`config.mk`:
```
export PLATFORM = sky130hd
export DESIGN_NAME = piso_shift_reg
export DESIGN_NICKNAME = d
export VERILOG_FILES = /design/src/rtl/piso_pkg.sv /design/src/rtl/piso_bit_cnt.sv /design/src/rtl/piso_shift_reg.sv
export SDC_FILE = /design/constraint.sdc
export NUM_CORES = 1
export LEC_CHECK = 0
export CELL_PAD_IN_SITES_DETAIL_PLACEMENT = 1
export CELL_PAD_IN_SITES_GLOBAL_PLACEMENT = 1
export CORE_MARGIN = 2
export CORE_UTILIZATION = 36
export CTS_BUF_LIST = sky130_fd_sc_hd__clkbuf_2
export CTS_CLUSTER_SIZE = 12
export DETAILED_ROUTE_END_ITERATION = 10
export GPL_TIMING_DRIVEN = 0
export PLACE_DENSITY = 0.86
export SLEW_MARGIN = 0
export SYNTH_ARGS = -nofsm -noshare
export SYNTH_HDL_FRONTEND = slang
export SYNTH_SLANG_ARGS = --single-unit
```
`constraint.sdc`:
```
create_clock -name clk -period 1.8 [get_ports clk]
set_input_delay 0.45 -clock clk [delete_from_list [all_inputs] [get_ports clk]]
set_output_delay 0.45 -clock clk [all_outputs]
set_load 0.005 [all_outputs]
```
`src/rtl/piso_pkg.sv`:
```
// Shared types and build-time constants for the parallel-in serial-out serializer.
// Optional parity bit is enabled by defining PISO_PARITY_EN.
package piso_pkg;

    typedef enum logic {
        IDLE  = 1'b0,
        SHIFT = 1'b1
    } state_t;

`ifdef PISO_PARITY_EN
    localparam int PAR_LEN = 1;
`else
    localparam int PAR_LEN = 0;
`endif

endpackage

```
`src/rtl/piso_bit_cnt.sv`:
```
// Frame bit counter: cleared on reset or load, steps on each accepted serial bit, flags the last bit.
// Saturates at FRAME_LEN so it never wraps between frames.
module piso_bit_cnt #(
    parameter int FRAME_LEN = 4,
    parameter int CW        = $clog2(FRAME_LEN + 1)
) (
    input  logic clk,
    input  logic clear,
    input  logic inc,
    output logic last
);

    logic [CW-1:0] cnt;

    always_ff @(posedge clk) begin
        if (clear) begin
            cnt <= '0;
        end else if (inc && (cnt != CW'(FRAME_LEN))) begin
            cnt <= cnt + 1'b1;
        end
    end

    assign last = (cnt == CW'(FRAME_LEN - 1));

endmodule

```
`src/rtl/piso_shift_reg.sv`:
```
// Parallel-in serial-out shift register with valid/ready load and per-bit serial handshake.
// Build option PISO_PARITY_EN appends an even-parity bit after the data bits.
module piso_shift_reg
    import piso_pkg::*;
#(
    parameter int WIDTH     = 4,
    parameter int LSB_FIRST = 0
) (
    input  logic             clk,
    input  logic             clr,
    input  logic [WIDTH-1:0] p_in,
    input  logic             load_valid,
    output logic             load_ready,
    output logic             s_out,
    output logic             s_valid,
    input  logic             s_ready,
    output logic             busy,
    output logic             done
);

    localparam int FRAME_LEN = WIDTH + PAR_LEN;

    state_t               state;
    logic [FRAME_LEN-1:0] sr;
    logic [FRAME_LEN-1:0] frame;
    logic [FRAME_LEN-1:0] shifted;
    logic                 last;
    logic                 accept;
    logic                 adv;

    function automatic logic head(input logic [FRAME_LEN-1:0] v);
        return (LSB_FIRST != 0) ? v[0] : v[FRAME_LEN-1];
    endfunction

    // Parity sits at whichever end of the register leaves last.
    always_comb begin
        frame = '0;
`ifdef PISO_PARITY_EN
        if (LSB_FIRST != 0) begin
            frame = {^p_in, p_in};
        end else begin
            frame = {p_in, ^p_in};
        end
`else
        frame = p_in;
`endif
    end

    assign shifted    = (LSB_FIRST != 0) ? (sr >> 1) : (sr << 1);
    assign adv        = (state == SHIFT) && s_ready;
    assign load_ready = !clr && ((state == IDLE) || ((state == SHIFT) && last && s_ready));
    assign done       = !clr && (state == SHIFT) && last && s_ready;
    assign accept     = load_valid && load_ready;

    piso_bit_cnt #(
        .FRAME_LEN (FRAME_LEN)
    ) u_bit_cnt (
        .clk   (clk),
        .clear (clr || accept),
        .inc   (adv),
        .last  (last)
    );

    always_ff @(posedge clk) begin
        if (clr) begin
            state   <= IDLE;
            sr      <= '0;
            s_out   <= 1'b0;
            s_valid <= 1'b0;
            busy    <= 1'b0;
        end else begin
            case (state)
                IDLE: begin
                    if (accept) begin
                        state   <= SHIFT;
                        sr      <= frame;
                        s_out   <= head(frame);
                        s_valid <= 1'b1;
                        busy    <= 1'b1;
                    end
                end
                SHIFT: begin
                    if (s_ready) begin
                        if (accept) begin
                            // Reload on the last bit for a gapless next frame.
                            sr    <= frame;
                            s_out <= head(frame);
                        end else if (last) begin
                            state   <= IDLE;
                            sr      <= shifted;
                            s_out   <= 1'b0;
                            s_valid <= 1'b0;
                            busy    <= 1'b0;
                        end else begin
                            sr    <= shifted;
                            s_out <= head(shifted);
                        end
                    end
                end
                default: begin
                    state   <= IDLE;
                    s_valid <= 1'b0;
                    busy    <= 1'b0;
                end
            endcase
        end
    end

endmodule

```
; Word level (Yosys, flattened, before mapping)
; Index checks and enable logic that the tools add are counted.
[totals]
register_bits = 9
out_inout_bits = 5
input_bits = 8
elab_cells = 46
[op_classes]
reduce_logical = 14
addsub = 1
eq_ne = 6
muxes = 19
bitwise_logic = 1
[ops]
columns = operator, count
row1 = $mux 1, 12
row2 = $logic_and 1x1->1, 9
row3 = $mux 3, 3
row4 = $ne 2x2->1 const B, 3
row5 = $pmux 1 s2, 3
row6 = $pmux 3 s2, 1
row7 = $reduce_and 4->1, 1
row8 = $add 3x1->3 const B, 1
row9 = $eq 3x2->1 const B, 1
row10 = $ne 3x3->1 const B, 1
row11 = $logic_or 1x1->1, 2
row12 = $ne 2x1->1 const B, 1
row13 = $reduce_and 2->1, 1
row14 = $logic_not 1->1, 1
row15 = $not 1->1, 1

; Longest topological paths before layout
; Gate-level depths: netlist of run 1.
[depth]
ltp_word = 9
mapped_depth = 5
mapped_depth_nobuf = 5

; Cells and area by module
; Synthesis of run 1 repeated with hierarchy kept, for this count alone.
[unflattened]
hier_cells = 62
area_unflattened_um2 = 555.5
[by_module_without_submodules]
columns = module, seq_area_each_um2, cells_each, n_inst, area_per_inst_um2
row1 = piso_shift_reg, 120.1, 44, 1, 380.4
row2 = piso_bit_cnt, 60.1, 18, 1, 175.2

; Worst setup path before layout of run 1
; OpenSTA, ideal clock, no wires.
[synth_path]
path_kind = register to output
start = register u_bit_cnt.cnt[0]
end = output port load_ready
required_time_ns = 1.350
stages_incl_launch_ff = 5
path_buffers = 0
arrival_time_ns = 1.059
slack_ns = 0.291
cell_sequence = dfxtp_1 > ha_1 > ha_1 > a21bo_4 > nor2b_1
[synth_via]
elab_chain_len = 5
[synth_rtl]
columns = element, line
row1 = start: declaration, piso_bit_cnt.sv:13  ; logic [CW-1:0] cnt;
row2 = start signal: assignment, piso_bit_cnt.sv:19  ; cnt <= cnt + 1'b1;
row3 = $eq 3x2->1, piso_bit_cnt.sv:23  ; assign last = (cnt == CW'(FRAME_LEN - 1));
row4 = $logic_and 1x1->1 (2 in a row), piso_shift_reg.sv:51  ; assign load_ready = !clr && ((state == IDLE) || ((state == SHIFT) && last && s_ready));
row5 = $logic_or 1x1->1, piso_shift_reg.sv:51
row6 = $logic_and 1x1->1, piso_shift_reg.sv:51
row7 = end: declaration, piso_shift_reg.sv:13  ; output logic load_ready,
; No other way between the ends.

; Worst setup path after layout of run 1
; Ends and elaborated chain as after synthesis.

==> qor.csv, run 1 <==
stage,metric,value,unit
floorplanning,core.rowCount,13,
power,p_comb_frac,0.211,
global_routing,grt_pass1_wl,2.346,mm
critical_path,r2r_slack,370,ps
critical_path,setup.worst_path.end,load_ready,
detailed_routing,wl,1.378,mm
detailed_routing,drc,0,
logic_synthesis,synth_cell_types,25,
critical_path,endpoint_kind,output port,
min_path,hold_path.class,input port to flop,
critical_path,slowest_stage,dfxtp_2,
logic_synthesis,yosysMostFrequentCell,dfxtp_1,
critical_path,critPathMostFrequentCell,ha_4,
final_layout,antenna_cells,0,
logic_synthesis,synth_top_area_frac,0.3437,
placed_design,place_congestion,0.7464,
clock_network,cts_buffers,3,
sta,finalSetupViolations,1,
critical_path,rr_startpoint,u_bit_cnt.cnt[0]$_SDFFE_PP0P_,
global_routing,grt_max_degree,11,
detailed_routing,avgViaCountPerCell,5.458,
sta,relSlewSlack,0.8278,
critical_path,crit_path_cell_trace,ha_4 -> ha_4 -> a21bo_4 -> nor2b_4 -> buf_2,
global_routing,grt_pass1_vias,544,
detailed_routing,drt-wirelength-per-cell,14.35,µm
sta,grt_setup_unrepaired,yes,
clock_network,cts_sinks,9,
min_path,whs_path_depth,3,
sta,setup_tns,-9.864,ps
final_layout,final_area,729.5,µm²
logic_synthesis,syn_nets,74,
floorplanning,die_w,42.16,µm
logic_synthesis,yosysSeqAreaShare,0.3437,
floorplanning,core,1334,µm²
clock_network,insertion_delay,270,ps
final_layout,instances_no_fill,96,
final_layout,regArea,182.7,µm²
logic_synthesis,synth_top_family_by_area,simple AND/OR/NAND/NOR gates,
clock_network,root_buffer,clkbuf_2,
final_layout,nFillCells,169,
critical_path,crit_path_start_kind,flop,
logic_synthesis,synth_area_leaders,"dfxtp_1 34%, nand3_1 7.6%, ha_1 7.2%",
power,p_per_area,615.9,nW/µm²
status,violations,negative setup slack,
clock_network,cts_hold_buf,0,
logic_synthesis,synthAdderAreaFrac,0.07160,
logic_synthesis,synthMuxAreaShare,0,
logic_synthesis,synth_xor_area_frac,0,
global_routing,overflow,0,
logic_synthesis,synthFlopType,dfxtp_1,
placed_design,dp_cells,89,
sta,final_hold_viol_count,0,
detailed_routing,antenna_left,0,
critical_path,r2r_end,sr[1]$_SDFFE_PP0P_,
floorplanning,initial_core_util,0.3931,
critical_path,startpoint,u_bit_cnt.cnt[0]$_SDFFE_PP0P_,
final_layout,fin_nets,93,
final_layout,multi_input_area,331.6,µm²
power,vdd_drop_max,326.5,µV
sta,min_period,1810,ps
critical_path,slowest_delay,350,ps
logic_synthesis,synth.largest_area_cell,dfxtp_1,
power,p_int,0.3219,mW
sta,worst_pin_slew,256.5,ps
logic_synthesis,yosys_warnings,0,
logic_synthesis,synth-async-reset-ratio,0,
logic_synthesis,synthesis.area,524.3,µm²
job,max_cap_violations,0,
global_routing,grtUsageTotal,0.1764,
detailed_routing,vias,524,
logic_synthesis,synth_edf_count,0,
clock_network,cts_tree,yes,
critical_path,path_class,flop to output port,
placed_design,pre_cts_slack,-492.2,ps
global_routing,antenna_found_initial,0,
final_layout,drive_above_1_share,0.2716,
power,leakagePower,0.2846,nW
power,swShare,0.2835,
floorplanning,die_h,42.16,µm
logic_synthesis,yosys-top-cells-count,"9 x dfxtp_1, 8 x nand3_1, 6 x a21oi_1",
sta,layout_setup_ws,-9.864,ps
floorplanning,dieArea,1777,µm²
sta,final_max_slew_viol_count,0,
clock_network,h-tree-depth,1,
clock_network,clockBufferDepth,2,
critical_path,worstPathRequired,1350,ps
logic_synthesis,netlist_instances,63,
detailed_routing,first_pass_iters,4,
status,status,finished with violations,
power,power.switching,0.1274,mW
sta,period_share,1.005,
clock_network,path_clk_slew,100,ps
placed_design,hpwl,1.020,mm
final_layout,area_growth,39.14,%
logic_synthesis,yosys.area_share.simple,0.2840,
floorplanning,ios,13,
sta,max_freq,552.5,MHz
detailed_routing,drt_iter0_markers,6,
sta,finalClockSkew,8.441,ps
critical_path,rr_worst_depth,6,
logic_synthesis,ys_seq_elements,9,
power,seqPwrFrac,0.485,
placed_design,dpl-instance-area,653.1,µm²
logic_synthesis,synth_compound_area_frac,0.2053,
logic_synthesis,synth.avg_cell_area,8.321,µm²
placed_design,port_buffers,11,
power,p_clk_frac,0.304,
critical_path,worstPathArrival,1360,ps
critical_path,path_max_fanout,2,
[state kept, by name (all words and copies together), names as in the netlist]
register	count
state	1
sr	3
u_bit_cnt.cnt	3
busy	1
s_out	1
[placed cells by master, fill, tap and decap left out, types with 2 or more instances in the layout]
cell type / count
buf_6: 2
inv_1: 5
a21oi_1: 6
nand3b_1: 2
clkdlybuf4s50_1: 7
nand2b_1: 2
buf_4: 5
buf_2: 2
nor3_1: 3
clkbuf_2: 4
o21ai_0: 4
a311oi_1: 2
ha_4: 2
dfxtp_2: 2
nand2_1: 2
nor2_1: 2
dlygate4sd2_1: 2
dfxtp_1: 7
o21ai_1: 2
nand3_1: 7
[critical path, delay by kind of cell (launching register included)]
kind,cells,cell delay [ps]
buffers and inverters,1,120
adders and majority gates,2,310
DFF,1,350
and+or+nand+nor,1,120
AOI/OAI and AO/OA,1,200
[worst min-delay path by stage]
| stage | start | end |
|---|---|---|
| after floorplan | sr[0]$_SDFFE_PP0P_ | sr[0]$_SDFFE_PP0P_ |
| after global placement | s_out$_SDFFE_PP0P_ | s_out$_SDFFE_PP0P_ |
| after detailed placement | u_bit_cnt.cnt[1]$_SDFFE_PP0P_ | u_bit_cnt.cnt[1]$_SDFFE_PP0P_ |
| after CTS | load_valid | state$_SDFF_PP0_ |
| after global routing | load_valid | sr[0]$_SDFFE_PP0P_ |
| final | load_valid | state$_SDFF_PP0_ |
[per-layer routing]
| metal | track usage | wire, µm |
|---|---|---|
| met1 | 0.2041 | 613 |
| met2 | 0.2892 | 679 |
| met3 | 0.07759 | 64 |
| met4 | 0.05625 | 21 |
| met5 | 0 | 0 |
[cell families after synthesis]
| kind of cell | Yosys count |
|---|---|
| AOI/OAI and AO/OA | 17 |
| buffers and inverters | 9 |
| adders and majority gates | 3 |
| DFF | 9 |
| and+or+nand+nor | 25 |
[stage by stage]
stage | total power, mW | util | hold slack [ps]
floorplan | 0.2704 | - | 460.6
finish | 0.4493 | 0.5469 | 482.0
global route | 0.4681 | 0.5469 | 495.2
detailed placement | 0.3122 | 0.4897 | 498.1
global placement | 0.3077 | 0.4897 | 480.0
CTS | 0.4500 | 0.5469 | 487.6
[repair_timing]
item / in CTS / in global routing
endpoints found under the setup margin: 2 / 2
pin swaps: 4 / 3
setup buffers: 3 / 0
resized for setup: 20 / 0
[power groups by stage]
stage	clock network [mW]	registers, mW	logic, mW
3_3_place_gp	0	0.221	0.0863
2_1_floorplan	0	0.220	0.0499
5_1_grt	0.144	0.219	0.105
4_1_cts	0.136	0.218	0.0958
6_report	0.137	0.218	0.0949
3_5_place_dp	0	0.222	0.0905
[cell type report]
type	count	area share
Timing Repair Buffer	14	0.1647
Inverter	5	0.02573
Buffer	4	0.05146
Sequential cell	9	0.2504
Tap cell	15	0.02573
Multi-Input combinational cell	45	0.4545
Clock buffer	4	0.02744
Note: power is estimated with default switching activity, not from simulation.
==> run 2, diff against run 1 <==
--- a/config.mk
+++ b/config.mk
@@ -13,7 +13,7 @@
 export CTS_CLUSTER_SIZE = 12
 export DETAILED_ROUTE_END_ITERATION = 10
 export GPL_TIMING_DRIVEN = 0
-export PLACE_DENSITY = 0.86
+export PLACE_DENSITY = 0.85
 export SLEW_MARGIN = 0
 export SYNTH_ARGS = -nofsm -noshare
 export SYNTH_HDL_FRONTEND = slang
==> run 2 against run 1 <==
The flow still finishes with violations (negative setup slack). Clock skew fell by 5.8 ps. Power fell by 0.69%. Via count rose by 2.1%. Critical path depth did not move. Clock-buffer cell count did not move.
==> qor.csv, run 2 (same netlist as run 1, synthesis figures left out) <==
stage,metric,value,unit,change
sta,min_period,1819,ps,was 1810 ps
final_layout,final_util,0.5516,,was 0.5469
floorplanning,initial_core_util,0.3931,,unchanged
clock_network,cts_sinks,9,,unchanged
sta,whs,485.2,ps,was 482.0 ps
placed_design,hpwl,1.006,mm,was 1.020 mm
clock_network,cts_hold_buf,0,,unchanged
sta,layout_setup_ws,-18.88,ps,was -9.864 ps
floorplanning,dieArea,1777,µm²,unchanged
global_routing,grt_pass1_vias,531,,was 544
placed_design,dpl-instance-area,653.1,µm²,unchanged
sta,finalSetupViolations,1,,unchanged
global_routing,antenna_found_initial,0,,unchanged
floorplanning,ios,13,,unchanged
sta,worst_pin_slew,245.9,ps,was 256.5 ps
clock_network,cts_buffers,3,,unchanged
power,seqPwrFrac,0.487,,was 0.485
final_layout,instances_no_fill,96,,unchanged
final_layout,fin_nets,93,,unchanged
power,power.switching,0.1240,mW,was 0.1274 mW
placed_design,port_buffers,11,,unchanged
floorplanning,die_w,42.16,µm,unchanged
sta,max_freq,549.8,MHz,was 552.5 MHz
final_layout,drive_above_1_share,0.2716,,unchanged
detailed_routing,first_pass_iters,5,,was 4
sta,final_hold_viol_count,0,,unchanged
global_routing,grt_max_degree,11,,unchanged
detailed_routing,drt_iter0_markers,10,,was 6
global_routing,grt_pass1_wl,2.449,mm,was 2.346 mm
floorplanning,die_h,42.16,µm,unchanged
critical_path,worstPathRequired,1350,ps,about the same
sta,period_share,1.010,,was 1.005
final_layout,final_area,735.7,µm²,was 729.5 µm²
detailed_routing,antenna_left,0,,unchanged
sta,setup_tns,-18.88,ps,was -9.864 ps
sta,final_max_slew_viol_count,0,,unchanged
final_layout,final_cell_mix,"7 x nand3_1, 7 x clkdlybuf4s50_1, 6 x a21oi_1, 6 x dfxtp_1",,"was 7 x nand3_1, 7 x dfxtp_1, 7 x clkdlybuf4s50_1, 6 x a21oi_1"
min_path,hold_path.class,input port to flop,,unchanged
power,p_clk_frac,0.294,,was 0.304
critical_path,worstPathArrival,1370,ps,was 1360 ps
floorplanning,core,1334,µm²,unchanged
job,max_cap_violations,0,,unchanged
status,status,finished with violations,,unchanged
clock_network,clockBufferDepth,2,,unchanged
sta,finalClockSkew,2.594,ps,was 8.441 ps
final_layout,area_growth,40.33,%,was 39.14%
detailed_routing,drc,0,,unchanged
sta,relSlewSlack,0.8343,,was 0.8278
clock_network,path_clk_slew,80,ps,was 100 ps
power,power,0.4462,mW,was 0.4493 mW
status,violations,negative setup slack,,unchanged
clock_network,root_buffer,clkbuf_2,,unchanged
placed_design,pre_cts_slack,-496.4,ps,was -492.2 ps
detailed_routing,vias,535,,was 524
final_layout,reg.largest.list,"sr: 3 flops, u_bit_cnt.cnt: 3 flops",,unchanged
critical_path,slowest_stage,dfxtp_2,,unchanged
power,vdd_drop_max,321.9,µV,was 326.5 µV
detailed_routing,wl,1.507,mm,was 1.378 mm
critical_path,slowest_delay,340,ps,was 350 ps
power,p_int,0.3222,mW,was 0.3219 mW
sta,grt_setup_unrepaired,yes,,unchanged
critical_path,path_class,flop to output port,,unchanged
detailed_routing,avgViaCountPerCell,5.573,,was 5.458
critical_path,crit_path_cell_trace,ha_4 -> ha_4 -> a21bo_4 -> nor2b_4 -> buf_2,,unchanged
power,p_comb_frac,0.218,,was 0.211
global_routing,overflow,0,,unchanged
global_routing,grtUsageTotal,0.1894,,was 0.1764
placed_design,dp_cells,89,,unchanged
floorplanning,core.rowCount,13,,unchanged
critical_path,endpoint_kind,output port,,unchanged
clock_network,h-tree-depth,1,,unchanged
power,p_per_area,606.5,nW/µm²,was 615.9 nW/µm²
critical_path,critPathMostFrequentCell,ha_4,,unchanged
placed_design,place_congestion,0.6892,,was 0.7464
critical_path,path_max_fanout,5,,was 2
power,swShare,0.2779,,was 0.2835
clock_network,cts_tree,yes,,unchanged
critical_path,crit_path_start_kind,flop,,unchanged
detailed_routing,drt-wirelength-per-cell,15.70,µm,was 14.35 µm
clock_network,insertion_delay,260,ps,was 270 ps
final_layout,antenna_cells,0,,unchanged
power,leakagePower,0.2848,nW,was 0.2846 nW
## run 2: cell count changes in the layout (fill, tap and decap cells not counted), sizes merged
cell / change
buf: -1
clkdlybuf4s15: +1
## run 2: cell type report
class	count	area, µm²
fillers	168	598.1
clock buffers	4	20.02
well taps	15	18.77
repair buffers	14	125.1
inverters	5	18.77
plain buffers	4	37.54
multi-input cells	45	331.6
flip-flops and latches	9	183.9
## run 2: final timing paths
kind	start	end	slack [ps]	cells past startpoint
max reg2reg	u_bit_cnt.cnt[1]$_SDFFE_PP0P_	u_bit_cnt.cnt[2]$_SDFFE_PP0P_	360	6
min reg2reg	s_out$_SDFFE_PP0P_	s_out$_SDFFE_PP0P_	510	2
min	load_valid	state$_SDFF_PP0_	490	3
max	u_bit_cnt.cnt[1]$_SDFFE_PP0P_	load_ready	-20	5
## run 2: worst max-delay path, delay by kind of cell, from the launching register on
kind | cells | cell delay [ps]
flops | 1 | 340
compound gates | 1 | 210
buf+inv | 1 | 120
fa+ha+maj | 2 | 330
simple gates | 1 | 110
## run 2: power groups by stage
stage	logic, mW	clock network (mW)	registers (mW)
floorplan	0.0499	0	0.220
global placement	0.0862	0	0.221
detailed placement	0.0896	0	0.222
CTS	0.0924	0.135	0.218
global route	0.107	0.145	0.218
finish	0.0974	0.131	0.217
## run 2: metal layers
| metal | global-route usage | routed length [µm] | vias up |
|---|---|---|---|
| met5 | 0 | 0 | - |
| met4 | 0.07500 | 24 | 0 |
| met3 | 0.07759 | 69 | 5 |
| met2 | 0.3077 | 708 | 14 |
| met1 | 0.2191 | 704 | 254 |
| li1 | - | - | 262 |
## run 2: repair_timing
item                       in CTS  in global routing
cloned                          0                  0
setup endpoints to repair       2                  2
pin swaps                       2                  3
gates resized for setup        15                  4
setup buffers                   3                  0
